## src/rtl/hazard_ctrl.sv

```systemverilog
// Pipeline hazard controller: RAW/load-use stalls, redirect flush sequencing and mul/div waits.
// Optional build macro HAZARD_FWD_EN: forwarding present, so the only data stall is load-use.
module hazard_ctrl #(
    parameter int unsigned FLUSH_CYCLES = 1
) (
    input  logic       clk,
    input  logic       rst,
    input  logic [4:0] id_rs1,
    input  logic [4:0] id_rs2,
    input  logic       id_rs1_used,
    input  logic       id_rs2_used,
    input  logic [4:0] ex_rd,
    input  logic       ex_reg_write,
    input  logic       ex_mem_read,
    input  logic [4:0] mem_rd,
    input  logic       mem_reg_write,
    input  logic       ex_branch_taken,
    input  logic       ex_md_start,
    input  logic       md_done,
    output logic       pc_stall,
    output logic       data_hazard,
    output logic       control_hazard,
    output logic       id_ex_flush,
    output logic       ex_stall,
    output logic [1:0] hz_state
);

    localparam int unsigned CNT_W = 3;
    localparam logic [CNT_W-1:0] FLUSH_RELOAD = CNT_W'(FLUSH_CYCLES - 1);

    typedef enum logic [1:0] {
        ST_RUN      = 2'd0,
        ST_REDIRECT = 2'd1,
        ST_MD_WAIT  = 2'd2
    } state_t;

    state_t           r_state;
    state_t           w_state_nxt;
    logic [CNT_W-1:0] r_flush_cnt;
    logic [CNT_W-1:0] w_flush_cnt_nxt;
    logic             w_raw_ex;
    logic             w_load_use;
    logic             w_data_stall;

    // x0 is hardwired zero, so it never creates a dependency
    function automatic logic raw_match(input logic used, input logic [4:0] rs, input logic [4:0] rd);
        return used && (rs == rd) && (rd != 5'd0);
    endfunction

    assign w_raw_ex   = raw_match(id_rs1_used, id_rs1, ex_rd) || raw_match(id_rs2_used, id_rs2, ex_rd);
    assign w_load_use = ex_mem_read && w_raw_ex;

`ifdef HAZARD_FWD_EN
    logic w_unused_mem;
    assign w_unused_mem = &{1'b0, mem_rd, mem_reg_write};
    assign w_data_stall = w_load_use;
`else
    logic w_raw_mem;
    assign w_raw_mem    = raw_match(id_rs1_used, id_rs1, mem_rd) || raw_match(id_rs2_used, id_rs2, mem_rd);
    assign w_data_stall = w_load_use || (ex_reg_write && w_raw_ex) || (mem_reg_write && w_raw_mem);
`endif

    always_ff @(posedge clk) begin
        if (!rst) begin
            r_state     <= ST_RUN;
            r_flush_cnt <= '0;
        end else begin
            r_state     <= w_state_nxt;
            r_flush_cnt <= w_flush_cnt_nxt;
        end
    end

    // Priority: redirect > mul/div > data stall; outputs forced low during reset
    always_comb begin
        w_state_nxt     = r_state;
        w_flush_cnt_nxt = r_flush_cnt;
        pc_stall        = 1'b0;
        data_hazard     = 1'b0;
        control_hazard  = 1'b0;
        id_ex_flush     = 1'b0;
        ex_stall        = 1'b0;
        hz_state        = 2'd0;

        if (rst) begin
            hz_state = r_state;
            case (r_state)
                ST_RUN: begin
                    if (ex_branch_taken) begin
                        control_hazard = 1'b1;
                        id_ex_flush    = 1'b1;
                        if (FLUSH_CYCLES > 1) begin
                            w_state_nxt     = ST_REDIRECT;
                            w_flush_cnt_nxt = FLUSH_RELOAD;
                        end
                    end else if (ex_md_start) begin
                        if (!md_done) begin
                            pc_stall    = 1'b1;
                            data_hazard = 1'b1;
                            ex_stall    = 1'b1;
                            w_state_nxt = ST_MD_WAIT;
                        end
                    end else if (w_data_stall) begin
                        pc_stall    = 1'b1;
                        data_hazard = 1'b1;
                        id_ex_flush = 1'b1;
                    end
                end
                ST_REDIRECT: begin
                    control_hazard = 1'b1;
                    if (ex_branch_taken) begin
                        id_ex_flush     = 1'b1;
                        w_flush_cnt_nxt = FLUSH_RELOAD;
                    end else begin
                        w_flush_cnt_nxt = r_flush_cnt - CNT_W'(1);
                        if (r_flush_cnt <= CNT_W'(1)) begin
                            w_state_nxt     = ST_RUN;
                            w_flush_cnt_nxt = '0;
                        end
                    end
                end
                ST_MD_WAIT: begin
                    if (md_done) begin
                        w_state_nxt = ST_RUN;
                    end else begin
                        pc_stall    = 1'b1;
                        data_hazard = 1'b1;
                        ex_stall    = 1'b1;
                    end
                end
                default: begin
                    w_state_nxt     = ST_RUN;
                    w_flush_cnt_nxt = '0;
                end
            endcase
        end
    end

endmodule

```

## config.mk

```make
export PLATFORM = sky130hd
export DESIGN_NAME = hazard_ctrl
export DESIGN_NICKNAME = d
export VERILOG_FILES = /design/src/rtl/hazard_ctrl.sv
export SDC_FILE = /design/constraint.sdc
export NUM_CORES = 1
export LEC_CHECK = 0
export CORE_AREA = 8 8 45 47
export CTS_BUF_LIST = sky130_fd_sc_hd__clkbuf_8
export DETAILED_ROUTE_END_ITERATION = 16
export DIE_AREA = 0 0 53 55
export GPL_TIMING_DRIVEN = 1
export PLACE_DENSITY = 0.8
export REMOVE_ABC_BUFFERS = 1
export SLEW_MARGIN = 20
export SYNTH_ARGS = -nofsm -noshare
export SYNTH_HDL_FRONTEND = slang
export SYNTH_SLANG_ARGS = --single-unit
```

## constraint.sdc

```tcl
create_clock -name clk -period 2.6 [get_ports clk]
set_input_delay 0.52 -clock clk [delete_from_list [all_inputs] [get_ports clk]]
set_output_delay 0.52 -clock clk [all_outputs]
set_load 0.05 [all_outputs]
```

==> results of run 1 <==
## worst min path at each step
| stage | start | endpoint | slack (ps) | cells after the start |
|---|---|---|---|---|
| 3_3_place_gp | r_state[1]$_SDFFE_PN0P_ | r_state[1]$_SDFFE_PN0P_ | 610 | 2 |
| 6_report | r_state[1]$_SDFFE_PN0P_ | r_state[1]$_SDFFE_PN0P_ | 640 | 2 |
| 5_1_grt | r_state[1]$_SDFFE_PN0P_ | r_state[1]$_SDFFE_PN0P_ | 680 | 2 |
| 3_5_place_dp | r_state[1]$_SDFFE_PN0P_ | r_state[1]$_SDFFE_PN0P_ | 610 | 2 |
| 2_1_floorplan | r_state[1]$_SDFFE_PN0P_ | r_state[1]$_SDFFE_PN0P_ | 560 | 2 |
| 4_1_cts | r_state[1]$_SDFFE_PN0P_ | r_state[1]$_SDFFE_PN0P_ | 650 | 2 |
## Yosys cell counts
master / number / area [µm²]
nand2_1: 2 / 7.51
conb_1: 1 / 3.75
buf_4: 2 / 15.0
and2_1: 3 / 18.8
nor2_1: 2 / 7.51
inv_1: 3 / 11.3
or4_1: 2 / 15.0
o22a_1: 1 / 8.76
a32oi_1: 2 / 17.5
o22ai_1: 1 / 6.26
dfxtp_1: 1 / 20.0
o21ai_0: 1 / 5.00
xor2_1: 16 / 140
o21bai_1: 1 / 7.51
o41ai_2: 1 / 16.3
nor3_1: 2 / 10.0
xnor2_1: 4 / 35.0
nor4_1: 4 / 25.0
a21oi_1: 1 / 5.00
## power by group through the flow
stage                     Sequential (mW)  Combinational (mW)  Clock, mW
after floorplan                    0.0167              0.0519          0
after global placement             0.0168               0.136          0
after detailed placement           0.0168               0.138          0
after CTS                          0.0171               0.130          0
after global routing               0.0172               0.142          0
final                              0.0170               0.132          0
## per-layer routing
metal  GRT usage (%)  vias to the layer above  share of wire [%]
met5               0                        -                  0
met4            1.72                        0                1.7
met3            5.08                        2                 13
met2            19.5                       27                 50
met1            12.1                      228                 36
li1                -                      252                  -
## final cells by class
type                            count  area (µm²)  share of cell area [%]
Tap cell                           16        20.0                    2.54
Multi-Input combinational cell     44         364                    46.1
Timing Repair Buffer               41         374                    47.4
Inverter                            3        11.3                    1.43
Sequential cell                     1        20.0                    2.54
## worst min-delay path, stage by stage (launching register included)
cell and delay, ps:
dfxtp_1 330, a21oi_1 180, nor3_1 60
## cells by family after synthesis
kind of cell / Yosys count / share of synthesized area [%]
DFF: 1 / 5.33
other: 1 / 0.999
xor gates and xnor gates: 20 / 46.7
and+or+nand+nor: 15 / 22.3
buffers and inverters: 5 / 7.00
AOI/OAI and AO/OA: 8 / 17.7
## what timing repair did
item                                    CTS  global route
pin swaps                                10             8
gates resized for setup                  52            15
endpoints found under the hold margin     0             0
gates cloned                              0             0
hold buffers                              0             0
endpoints found under the setup margin    3             3
==> impl_results.md, run 1 <==
- CP top delay family: simple AND/OR/NAND/NOR gates
- Clock slew at reported path FFs: 0 ps
- GPL Wtd Cong: 0.780
- Crit path required time: 2080 ps
- Lkg Pwr: 0.362 nW
- Max IR drop VDD: 0.131 mV
- FF+latch count, synth: 1
- Final Power: 0.149 mW
- Gate power share: 88.6%
- Antenna viol nets, final: 0
- Pint: 0.0846 mW
- Row cnt: 14
- Commonest non-fill, non-tap cell in the layout: xor2_1
- N_diodes: 0
- Critical path depth: 7
- Reg with most FFs: r_state
- Fin area: 790 µm²
- CP max stage cell: or4_4
- First-pass GRT wire length: 2550 µm
- Post-route setup slack: 35.6 ps
- Top-Level Pins: 37
- WS Path Type: in2out
- Maximum net fanout on the critical path: 3
- Critical path buffer and inverter count: 3
- Total placed cells including tap cells: 105
- Fin crit share: 98.6%
- Sequential share of power: 11.4%
- Final TNS setup: 0 ps
- Setup crit end: pc_stall
- Die Area: 0.00292 mm²
- Final hold slack: 637 ps
- CP max stage delay: 540 ps
- Cell Count, Final, Fillers Out: 105
- Synthesized cell area: 375 µm²
- Most frequent cells in the layout: xor2_1, clkdlybuf4s50_1, buf_2
- Reg-to-reg setup timing slack: 1900 ps
- Pwr/cell area: 189 mW/mm²
- Critical path capture point type: output pin
- Filler instances: 142
- Initial antenna violation count: 0
- Startpoint types: input pin
- Clock power frac: 0%
- WL/cell: 15.5 µm
- Max frequency: 390 MHz
- Initial core utilization: 27.1%
- Vias in the first global route: 603
- Vias per cell: 4.85
- Register area share after synthesis: 5.33%
- Crit. Startpoint: mem_rd[2]
- Post-route DRC: 0
- Die Wd: 53 µm
- Post-Synthesis Cells: 50
- Reg-to-Reg End: r_state[1]$_SDFFE_PN0P_
- Drt first pass iters: 4
- CP Cell Sequence: clkdlybuf4s15_1, or4_4, o21ai_2, o22a_1, o21bai_1, buf_4, buf_12
- Clk_skew: 0 ps
- Minimum clock period: 2560 ps
- R2R depth: 2
- Max FFs per register: 1
- Die Ht: 55 µm
- Sw Share: 43.4%
- HPWL Detailed: 1380 µm
- Pre-CTS setup slack: -308 ps
- Placed Area: 823 µm²
- Layout cells sized above 1: 37.1%
- Worst path arrival time: 2040 ps
- Port Buffers: 35
- Synth Area per Inst: 7.51 µm²
- DR iter-0 viols: 4
- Status: completed
- Nets: 121
- Max_cap viols: 0
- Tot GR Track Use: 11.1%
- Worst R2R Start: r_state[1]$_SDFFE_PN0P_
- Max-slew violations: 0
- Min-delay worst type: reg2reg
- Sw power: 0.0648 mW
- WL final: 1620 µm
- Largest net degree at the start of global routing: 5
- Final setup violation count: 0
- Post-CTS setup buffer count: 0
- Synth warn: 0
- Largest regs: r_state x1
- Final hold violation count: 0
- Netlist cell types: 19
- Grt total ovfl: 0
- Worst skew pair latency: 0 ps
- Utilization after layout: 57.1%
- Core footprint: 0.00138 mm²
- Synthesis-to-finish area growth: 110%
- Total number of vias: 509
(Power assumes the default switching activity.)
==> run 2, diff against run 1 <==
==> constraint.sdc (replaced) <==
create_clock -name clk -period 2.47 [get_ports clk]
set_input_delay 0.494 -clock clk [delete_from_list [all_inputs] [get_ports clk]]
set_output_delay 0.494 -clock clk [all_outputs]
set_load 0.05 [all_outputs]
==> impl_results.md, run 2 (synthesized netlist as in run 1, its figures left out) <==
- Max_cap viols: 0 (unchanged)
- Die Wd: 53 µm (unchanged)
- Initial antenna violation count: 0 (unchanged)
- Commonest non-fill, non-tap cell in the layout: xor2_1 (unchanged)
- Minimum clock period: 2440 ps
- N_diodes: 0 (unchanged)
- Crit path required time: 1980 ps (was 2080 ps)
- Reg-to-reg setup timing slack: 1740 ps (was 1900 ps)
- Top-Level Pins: 37 (unchanged)
- Placed Area: 836 µm² (was 823 µm²)
- Sequential share of power: 10.5% (was 11.4%)
- Layout cells sized above 1: 44.9% (was 37.1%)
- Largest net degree at the start of global routing: 5 (unchanged)
- First-pass GRT wire length: 2680 µm (was 2550 µm)
- Lkg Pwr: 0.377 nW (was 0.362 nW)
- Most frequent cells in the layout: xor2_1, clkdlybuf4s50_1, buf_2 (unchanged)
- Post-route setup slack: 29.4 ps (was 35.6 ps)
- Sw Share: 42.9% (was 43.4%)
- Initial core utilization: 27.1% (unchanged)
- Post-CTS setup buffer count: 0 (unchanged)
- WL final: 1680 µm (was 1620 µm)
- Worst skew pair latency: 0 ps (about the same)
- Setup crit end: pc_stall (unchanged)
- Nets: 121 (unchanged)
- Reg-to-Reg End: r_state[1]$_SDFFE_PN0P_ (unchanged)
- Synthesis-to-finish area growth: 131% (was 110%)
- Status: completed (unchanged)
- Largest regs: r_state x1 (unchanged)
- Total placed cells including tap cells: 105 (unchanged)
- GPL Wtd Cong: 0.780 (about the same)
- Clock power frac: 0% (about the same)
- Clock slew at reported path FFs: 0 ps (about the same)
- DR iter-0 viols: 3 (was 4)
- Core footprint: 0.00138 mm² (unchanged)
- Vias per cell: 4.72 (was 4.85)
- Final hold slack: 649 ps (was 637 ps)
- Fin crit share: 98.8%
- R2R depth: 2 (unchanged)
- RSZ-0062 raised after global routing: yes
- Row cnt: 14 (unchanged)
- Reg with most FFs: r_state (unchanged)
- Worst path arrival time: 1950 ps (was 2040 ps)
- Fin area: 868 µm² (was 790 µm²)
- Startpoint types: input pin (unchanged)
- Final hold violation count: 0 (unchanged)
- Hold path startpoint: r_state[1]$_SDFFE_PN0P_ (unchanged)
- Gate power share: 89.5% (was 88.6%)
- Clk_skew: 0 ps (unchanged)
- Filler instances: 130 (was 142)
- Worst R2R Start: r_state[1]$_SDFFE_PN0P_ (unchanged)
- Min-delay worst type: reg2reg (unchanged)
- Sw power: 0.0735 mW (was 0.0648 mW)
- WL/cell: 16.0 µm (was 15.5 µm)
- Pre-CTS setup slack: -472 ps (was -308 ps)
- WS Path Type: in2out (unchanged)
- Total number of vias: 496 (was 509)
- Port Buffers: 35 (unchanged)
- Die Area: 0.00292 mm² (unchanged)
- Pint: 0.0980 mW (was 0.0846 mW)
- Vias in the first global route: 609 (was 603)
- Cell Count, Final, Fillers Out: 105 (unchanged)
- Crit. Startpoint: mem_rd[4] (was mem_rd[2])
- Drt first pass iters: 4 (unchanged)
- Maximum net fanout on the critical path: 3 (unchanged)
- Max IR drop VDD: 0.150 mV (was 0.131 mV)
- Antenna viol nets, final: 0 (unchanged)
- Die Ht: 55 µm (unchanged)
- Post-route DRC: 0 (unchanged)
- Grt total ovfl: 0 (unchanged)
- Critical path capture point type: output pin (unchanged)
- Tot GR Track Use: 12.0% (was 11.1%)
- Max FFs per register: 1 (unchanged)
- Max-slew violations: 0 (unchanged)
- Pwr/cell area: 198 mW/mm² (was 189 mW/mm²)
- Max frequency: 410 MHz
- Hold buffer count at cts: 0 (unchanged)
- Final setup violation count: 0 (unchanged)
-- run 2: layout make-up --
cell class / count / area, µm² / share of cell area (%)
repair buffers: 41 / 410 / 47.3
well taps: 16 / 20.0 / 2.31
inverters: 3 / 11.3 / 1.30
multi-input cells: 44 / 407 / 46.8
flip-flops and latches: 1 / 20.0 / 2.31
-- run 2: layer usage --
| layer | track usage [%] | part of all wire [%] | vias up |
|---|---|---|---|
| li1 | - | - | 252 |
| met4 | 0 | 0 | 0 |
| met3 | 6.42 | 13 | 0 |
| met5 | 0 | 0 | - |
| met2 | 23.2 | 54 | 23 |
| met1 | 11.5 | 32 | 221 |
-- run 2: worst max-delay path, stage by stage --
cell and delay [ps]:
buf_8 110, xor2_2 160, nor4_2 290, a32oi_1 150
o22a_1 270, o21bai_1 170, buf_4 160, buf_12 130
-- run 2: power groups by stage --
stage                     clock (mW)  sequential [mW]  combinational (mW)
after floorplan                    0           0.0176              0.0547
after global placement             0           0.0177               0.144
after detailed placement           0           0.0178               0.147
after CTS                          0           0.0181               0.145
after global routing               0           0.0182               0.164
final                              0           0.0180               0.153
-- run 2: repair_timing --
item | in CTS | in global routing
endpoints found under the hold margin | 0 | 0
resized for setup | 72 | 20
pin swaps | 14 | 10
endpoints found under the setup margin | 3 | 3
-- run 2: how the worst min path moves through the flow --
stage / to / slack (ps) / depth (start not counted)
2_1_floorplan: r_state[1]$_SDFFE_PN0P_ / 560 / 2
3_3_place_gp: r_state[1]$_SDFFE_PN0P_ / 610 / 2
3_5_place_dp: r_state[1]$_SDFFE_PN0P_ / 620 / 2
4_1_cts: r_state[1]$_SDFFE_PN0P_ / 660 / 2
5_1_grt: r_state[1]$_SDFFE_PN0P_ / 680 / 2
6_report: r_state[1]$_SDFFE_PN0P_ / 650 / 2
-- run 2: through the flow --
step | utilization [%] | power, mW | TNS (ps)
after global routing | 62.7 | 0.182 | -166
after global placement | 60.4 | 0.161 | -1040
after CTS | 60.9 | 0.164 | 0
after detailed placement | 60.4 | 0.164 | -1290
after floorplan | - | 0.0722 | -1590
final | 62.7 | 0.172 | 0
